File: config.mk
export PLATFORM = sky130hd
export DESIGN_NAME = alu_operand_fetch_flat
export DESIGN_NICKNAME = d
export VERILOG_FILES = /design/src/rtl/alu_pkg.sv /design/src/rtl/alu_operand_fetch_if.sv /design/src/rtl/alu_regfile.sv /design/src/rtl/alu_operand_fetch.sv /design/src/flat_wrapper.sv
export SDC_FILE = /design/constraint.sdc
export NUM_CORES = 2
export LEC_CHECK = 0
export BUFFER_PORTS_ARGS = -buffer_cell sky130_fd_sc_hd__buf_2
export CAP_MARGIN = 20
export CORE_MARGIN = 2
export CORE_UTILIZATION = 30
export DETAILED_ROUTE_END_ITERATION = 6
export PLACE_DENSITY = 0.48
export SETUP_SLACK_MARGIN = 0.1
export SYNTH_ARGS = -nofsm -noshare
export SYNTH_HDL_FRONTEND = slang
export SYNTH_SLANG_ARGS = --single-unit
File: constraint.sdc
create_clock -name clk -period 7.87 [get_ports clk]
set_clock_uncertainty 0.2 [all_clocks]
set_input_delay 1.1805 -clock clk [delete_from_list [all_inputs] [get_ports clk]]
set_output_delay 1.1805 -clock clk [all_outputs]
set_load 0.05 [all_outputs]
File: src/rtl/alu_pkg.sv
// rtl/alu_pkg.sv - shared constants and helpers for the ALU operand-fetch stage
//
// Provides register-file geometry, ALU opcode encodings, instruction field
// bit positions and the legal-opcode check used by the decode stage.
package alu_pkg;

    localparam int NREGS = 32;
    localparam int DW    = 32;
    localparam int RW    = $clog2(NREGS);

    localparam logic [2:0] OP_ADD = 3'b000;
    localparam logic [2:0] OP_SUB = 3'b001;
    localparam logic [2:0] OP_MUL = 3'b011;
    localparam logic [2:0] OP_AND = 3'b100;
    localparam logic [2:0] OP_OR  = 3'b101;
    localparam logic [2:0] OP_XOR = 3'b110;

    // Least-significant bit of each instruction field; bits [13:0] carry nothing.
    localparam int OP_LSB  = 29;
    localparam int RD_LSB  = 24;
    localparam int RS1_LSB = 19;
    localparam int RS2_LSB = 14;

    function automatic logic op_legal(input logic [2:0] op);
        return (op == OP_ADD) || (op == OP_SUB) || (op == OP_MUL) ||
               (op == OP_AND) || (op == OP_OR)  || (op == OP_XOR);
    endfunction

endpackage

File: src/rtl/alu_operand_fetch_if.sv
// rtl/alu_operand_fetch_if.sv - instruction, ALU issue and writeback signal bundle
//
// master: instruction source / writeback producer / ALU side (drives in_*, wb_*)
// slave : the operand-fetch stage (drives in_ready, OpCode, x1, x2, out_*, illegal_op)
interface alu_operand_fetch_if;
    import alu_pkg::*;

    logic          in_valid;
    logic          in_ready;
    logic [31:0]   in_inst;
    logic [2:0]    OpCode;
    logic [DW-1:0] x1;
    logic [DW-1:0] x2;
    logic          out_valid;
    logic [RW-1:0] out_rd;
    logic          wb_valid;
    logic [RW-1:0] wb_rd;
    logic [DW-1:0] wb_data;
    logic          illegal_op;

    modport master (
        output in_valid, in_inst, wb_valid, wb_rd, wb_data,
        input  in_ready, OpCode, x1, x2, out_valid, out_rd, illegal_op
    );

    modport slave (
        input  in_valid, in_inst, wb_valid, wb_rd, wb_data,
        output in_ready, OpCode, x1, x2, out_valid, out_rd, illegal_op
    );

endinterface

File: src/rtl/alu_regfile.sv
// rtl/alu_regfile.sv - 32x32 register file, two async read ports with write bypass
//
// Ports: clk, rst_n (async active-low, clears all entries), we/waddr/wdata
// (synchronous write), raddr1/rdata1 and raddr2/rdata2 (combinational reads).
// Register 0 always reads zero and ignores writes.
module alu_regfile
    import alu_pkg::*;
(
    input  logic          clk,
    input  logic          rst_n,
    input  logic          we,
    input  logic [RW-1:0] waddr,
    input  logic [DW-1:0] wdata,
    input  logic [RW-1:0] raddr1,
    output logic [DW-1:0] rdata1,
    input  logic [RW-1:0] raddr2,
    output logic [DW-1:0] rdata2
);

    logic [DW-1:0] rf [NREGS];

    always_ff @(posedge clk or negedge rst_n) begin
        if (!rst_n) begin
            for (int i = 0; i < NREGS; i++) begin
                rf[i] <= '0;
            end
        end else if (we && waddr != '0) begin
            rf[waddr] <= wdata;
        end
    end

    // A same-cycle write is forwarded so a stalled reader can issue on the
    // writeback edge itself instead of one cycle later.
    always_comb begin
        rdata1 = rf[raddr1];
        if (raddr1 == '0) begin
            rdata1 = '0;
        end else if (we && waddr == raddr1) begin
            rdata1 = wdata;
        end
    end

    always_comb begin
        rdata2 = rf[raddr2];
        if (raddr2 == '0) begin
            rdata2 = '0;
        end else if (we && waddr == raddr2) begin
            rdata2 = wdata;
        end
    end

endmodule

File: src/rtl/alu_operand_fetch.sv
// rtl/alu_operand_fetch.sv - decode / operand-fetch stage feeding the ALU
//
// Ports: clk, rst_n (async active-low), bus (slave side of alu_operand_fetch_if):
//   in_valid/in_ready/in_inst  instruction handshake
//   OpCode/x1/x2/out_rd        registered issue, qualified by the out_valid pulse
//   wb_valid/wb_rd/wb_data     downstream result writeback
//   illegal_op                 pulse when an illegal instruction is discarded
module alu_operand_fetch
    import alu_pkg::*;
(
    input  logic               clk,
    input  logic               rst_n,
    alu_operand_fetch_if.slave bus
);

    logic          d_valid;
    logic [2:0]    d_op;
    logic [RW-1:0] d_rd;
    logic [RW-1:0] d_rs1;
    logic [RW-1:0] d_rs2;

    logic [NREGS-1:0] pending;
    logic [NREGS-1:0] wb_clr;
    logic [NREGS-1:0] eff_pending;
    logic [NREGS-1:0] set_mask;

    logic [DW-1:0] rd_a;
    logic [DW-1:0] rd_b;
    logic          hazard;
    logic          issue;
    logic          drop;
    logic          accept;
    logic          unused_inst_lo;

    assign unused_inst_lo = ^bus.in_inst[RS2_LSB-1:0];

    alu_regfile u_rf (
        .clk    (clk),
        .rst_n  (rst_n),
        .we     (bus.wb_valid),
        .waddr  (bus.wb_rd),
        .wdata  (bus.wb_data),
        .raddr1 (d_rs1),
        .rdata1 (rd_a),
        .raddr2 (d_rs2),
        .rdata2 (rd_b)
    );

    always_comb begin
        wb_clr = '0;
        if (bus.wb_valid && bus.wb_rd != '0) begin
            wb_clr[bus.wb_rd] = 1'b1;
        end
    end

    // A register being written back this cycle is already resolved for the
    // hazard check; the read port bypass supplies its new value.
    assign eff_pending = pending & ~wb_clr;
    assign hazard      = eff_pending[d_rs1] | eff_pending[d_rs2] | eff_pending[d_rd];
    assign issue       = d_valid && op_legal(d_op) && !hazard;
    assign drop        = d_valid && !op_legal(d_op);
    assign bus.in_ready = !d_valid || issue;
    assign accept      = bus.in_valid && bus.in_ready;

    always_comb begin
        set_mask = '0;
        if (issue && d_rd != '0) begin
            set_mask[d_rd] = 1'b1;
        end
    end

    always_ff @(posedge clk or negedge rst_n) begin
        if (!rst_n) begin
            d_valid <= 1'b0;
            d_op    <= '0;
            d_rd    <= '0;
            d_rs1   <= '0;
            d_rs2   <= '0;
        end else if (accept) begin
            d_valid <= 1'b1;
            d_op    <= bus.in_inst[OP_LSB +: 3];
            d_rd    <= bus.in_inst[RD_LSB +: RW];
            d_rs1   <= bus.in_inst[RS1_LSB +: RW];
            d_rs2   <= bus.in_inst[RS2_LSB +: RW];
        end else if (issue || drop) begin
            d_valid <= 1'b0;
        end
    end

    // Issue set is OR-ed after the writeback clear so the set wins on a tie.
    always_ff @(posedge clk or negedge rst_n) begin
        if (!rst_n) begin
            pending <= '0;
        end else begin
            pending <= eff_pending | set_mask;
        end
    end

    always_ff @(posedge clk or negedge rst_n) begin
        if (!rst_n) begin
            bus.OpCode     <= '0;
            bus.x1         <= '0;
            bus.x2         <= '0;
            bus.out_rd     <= '0;
            bus.out_valid  <= 1'b0;
            bus.illegal_op <= 1'b0;
        end else begin
            bus.out_valid  <= issue;
            bus.illegal_op <= drop;
            if (issue) begin
                bus.OpCode <= d_op;
                bus.x1     <= rd_a;
                bus.x2     <= rd_b;
                bus.out_rd <= d_rd;
            end
        end
    end

endmodule

File: src/flat_wrapper.sv
// flat-port wrapper written by rule: the top's interface ports become plain ports
module alu_operand_fetch_flat import alu_pkg::*;
  (clk, rst_n, bus_in_valid, bus_in_inst, bus_wb_valid, bus_wb_rd, bus_wb_data, bus_in_ready, bus_OpCode, bus_x1, bus_x2, bus_out_valid, bus_out_rd, bus_illegal_op);
  alu_operand_fetch_if bus_i ();
  input  logic clk;
  input  logic rst_n;
  input wire logic [$bits(bus_i.in_valid)-1:0] bus_in_valid;
  input wire logic [$bits(bus_i.in_inst)-1:0] bus_in_inst;
  input wire logic [$bits(bus_i.wb_valid)-1:0] bus_wb_valid;
  input wire logic [$bits(bus_i.wb_rd)-1:0] bus_wb_rd;
  input wire logic [$bits(bus_i.wb_data)-1:0] bus_wb_data;
  output wire logic [$bits(bus_i.in_ready)-1:0] bus_in_ready;
  output wire logic [$bits(bus_i.OpCode)-1:0] bus_OpCode;
  output wire logic [$bits(bus_i.x1)-1:0] bus_x1;
  output wire logic [$bits(bus_i.x2)-1:0] bus_x2;
  output wire logic [$bits(bus_i.out_valid)-1:0] bus_out_valid;
  output wire logic [$bits(bus_i.out_rd)-1:0] bus_out_rd;
  output wire logic [$bits(bus_i.illegal_op)-1:0] bus_illegal_op;
  assign bus_i.in_valid = bus_in_valid;
  assign bus_i.in_inst = bus_in_inst;
  assign bus_i.wb_valid = bus_wb_valid;
  assign bus_i.wb_rd = bus_wb_rd;
  assign bus_i.wb_data = bus_wb_data;
  assign bus_in_ready = bus_i.in_ready;
  assign bus_OpCode = bus_i.OpCode;
  assign bus_x1 = bus_i.x1;
  assign bus_x2 = bus_i.x2;
  assign bus_out_valid = bus_i.out_valid;
  assign bus_out_rd = bus_i.out_rd;
  assign bus_illegal_op = bus_i.illegal_op;
  alu_operand_fetch u_core (.clk(clk), .rst_n(rst_n), .bus(bus_i));
endmodule
==> impl_metrics.tcl <==
set metrics [dict create \
    final_util_pct 34.0 \
    coreArea_mm2 0.202 \
    initial_core_util_pct 30.1 \
    fin_setup_tns_ns 0 \
    finalHoldViolCount 0 \
    cp_slowest_stage_delay_ns 0.68 \
    synthXorXnorAreaFrac_pct 0.158 \
    relSlewSlack_pct 20.1 \
    r2r-start "u_core.d_rs2[1]" \
    fin_area_mm2 0.0686 \
    pre_cts_ws_ns 1.52 \
    synth_cells 4241 \
    worst_slack_ns 1.45 \
    period_needed_ns 6.42 \
    p_int_mw 16.2 \
    gp_congestion 0.818 \
    cts_tree "yes" \
    p_per_area_mw_per_mm2 387 \
    violations "DRC" \
    avgSynthCellArea_um2 14.3 \
    path_common_cell "buf_2" \
    fin_crit_sh_pct 81.5 \
    ys_types 72 \
    crit_slowest_cell "nand4b_1" \
    async_flop_share_pct 100 \
    place_area_mm2 0.0641 \
    wl_um 215000 \
    ir_worst_vdd_uv 318 \
    tightest_slew_ns 1.20 \
    cts.hold.buffers_added 0 \
    cp_top_family "simple AND/OR/NAND/NOR gates" \
    netlist_area_mm2 0.0608 \
    clkPwrFrac_pct 24.2 \
    clock_path_buffers 3 \
    grt_max_degree 173 \
    min_path_type "input port to async pin" \
    reg2reg_depth 11 \
    synthAdderAreaFrac_pct 0 \
    grt_pass1_wl_um 311000 \
    io_pins 148 \
    viasPerCell 5.67 \
    portBuffers 133 \
    num_vias 39121 \
    fmax_ghz 0.156 \
    p_sw_mw 10.4 \
    die_w_um 454 \
    swShare_pct 39.1 \
    drtIter0Drc 3590 \
    die_y_um 454 \
    fillers 19678 \
    cts-root-buf "clkbuf_16" \
    critPathArrivalTime_ns 5.04 \
    pwr-share-comb_pct 43.7 \
    yosys.area_share.simple_pct 3.13 \
    clk_latency_ns 0.80 \
    area_growth_pct 12.9 \
    worstSetupPathType "input port to output port" \
    rsz0062_at_grt "no" \
    synth_top_family_by_area "multiplexers" \
    synth_top_cells_by_count "1149 x dfrtp_1, 1020 x mux2_2, 514 x mux4_2" \
    numCtsBuffers 138 \
    fp-row-count 165 \
    synthFlopType "dfrtp_1" \
    yosysTopAreaCell "dfrtp_1" \
    synth_compound_area_share_pct 5.23 \
    synthTopCellsByArea "dfrtp_1 47%, mux4_2 19%, mux2_2 19%, mux2i_1 2.8%, clkbuf_1 2.1%" \
    cp_num_buf_inv 2 \
    yosys_warnings 0 \
    nNetsFinal 4206 \
    drive_gt1_share_pct 48.6 \
    grt_pass1_vias 40758 \
    wl_per_cell_um 31.1 \
    crit_cells 10 \
    antenna_found_initial 17 \
    status "complete, but fails checks" \
    startpoint "bus_wb_valid" \
    power_leakage_nw 28.9 \
    reg2reg_to "u_core.bus.x2[22]" \
    overflow 0 \
    die_area_mm2 0.206 \
    drc 2 \
    setup_viol 0 \
    synth_top_area_share_pct 47.3 \
    ff2ff_setup_slack_ns 2.57 \
    drt_first_pass_iters 7 \
    synth_most_common_cell "dfrtp_1" \
    dp.cells 6665 \
    crit_path_end_kind "output port" \
    muxShareOfSynthArea_pct 41.0 \
    synth_seq_area_share_pct 47.3 \
    instances_no_fill 6901 \
    required_ns 6.49 \
    p_seq_share_pct 32.1 \
    hpwl_um 117000 \
    ctsResizeCount 0 \
    maxSlewViolCount 0 \
    startpoint_type "input port" \
    max_cap_violations 0 \
    worstPathCellList "buf_2 -> nand4b_1 -> o21ai_1 -> o221a_2 -> or4b_1 -> a32o_1 -> nor4_4 -> nand3_4 -> nand2_1 -> buf_2" \
    syn-num-nets 4314 \
    path_max_fanout 36 \
    cts_setup_buffers 0 \
    cp-endpoint "bus_in_ready" \
    clkTransAtPathRegs_ns 0.06 \
    ant_nets 0 \
    cts_max_level 4 \
    clock-sinks 1149 \
    grt_usage_pct 20.8 \
    ys_seq_elements 1149 \
    synth_edf_count 0 \
]
==> area by class of cell <==
cell class	count	area (um2)	area share, %
Clock buffer	203	4130	6.02
Multi-Input combinational cell	2602	30400	44.2
Tap cell	2672	3340	4.87
Sequential cell	1149	28800	42.0
Inverter	11	43.8	0.0638
Clock inverter	32	364	0.531
Antenna cell	1	2.50	0.00365
Timing Repair Buffer	231	1590	2.32
==> state kept, by name (all words and copies together), names as in the netlist <==
signal,flops
u_core.bus.x2,32
u_core.bus.OpCode,3
u_core.u_rf.rf,1024
u_core.d_op,3
u_core.d_valid,1
u_core.bus.x1,32
u_core.bus.illegal_op,1
u_core.d_rs2,5
u_core.d_rs1,5
u_core.d_rd,5
u_core.bus.out_valid,1
u_core.pending,32
u_core.bus.out_rd,5
==> cell usage in the layout (no fill, tap or decap), drive strengths merged, types with 69 or more instances in the layout <==
| cell | netlist | layout |
|---|---|---|
| mux4 | 514 | 514 |
| mux2i | 172 | 172 |
| a21oi | 84 | 84 |
| buf | 136 | 231 |
| mux2 | 1029 | 1029 |
| dfrtp | 1149 | 1149 |
| o21ai | 151 | 151 |
| nand2 | 195 | 195 |
| nor2 | 69 | 69 |
| clkbuf | 343 | 203 |
==> power groups by stage <==
stage                     Combinational, mW  Sequential, mW  Clock, mW
after detailed placement               11.7            8.59          0
after global placement                 11.7            8.55          0
after floorplan                        8.10            8.33          0
after CTS                              11.7            8.49       6.58
final                                  11.6            8.52       6.42
after global routing                   12.4            8.69       6.82
==> worst min-delay path by stage <==
stage | start | to | slack (ns) | depth (start not counted)
after floorplan | u_core.u_rf.rf[1020] | u_core.u_rf.rf[1020] | 0.24 | 1
after global routing | u_core.u_rf.rf[1008] | u_core.u_rf.rf[1008] | 0.21 | 0
after detailed placement | u_core.u_rf.rf[1009] | u_core.u_rf.rf[1009] | 0.18 | 0
after global placement | u_core.u_rf.rf[1016] | u_core.u_rf.rf[1016] | 0.18 | 0
after CTS | u_core.u_rf.rf[1008] | u_core.u_rf.rf[1008] | 0.20 | 0
final | rst_n | u_core.u_rf.rf[248] | 0.15 | 1
==> per-stage QoR <==
step                      power [mW]  hold slack, ns
final                           26.6           0.147
after global routing            27.9           0.208
after CTS                       26.8           0.199
after detailed placement        20.3           0.184
after global placement          20.2           0.177
after floorplan                 16.4           0.238
==> layer usage <==
| layer | vias up | track usage, % | wire [um] |
|---|---|---|---|
| met5 | - | 0 | 111 |
| met4 | 16 | 6.72 | 6880 |
| met3 | 342 | 3.57 | 11700 |
| met2 | 1244 | 32.7 | 99700 |
| met1 | 21484 | 29.2 | 96500 |
| li1 | 16035 | - | - |
==> cells by family (layout without fill, tap and decap cells) <==
| family | after synthesis | in the layout |
|---|---|---|
| AO/OA/AOI/OAI | 479 | 479 |
| XOR/XNOR | 11 | 11 |
| buffers and inverters | 490 | 477 |
| flip-flops | 1149 | 1149 |
| multiplexers | 1715 | 1715 |
| other | 0 | 1 |
| AND/OR/NAND/NOR | 397 | 397 |
Power figures use the tool's default switching activity.
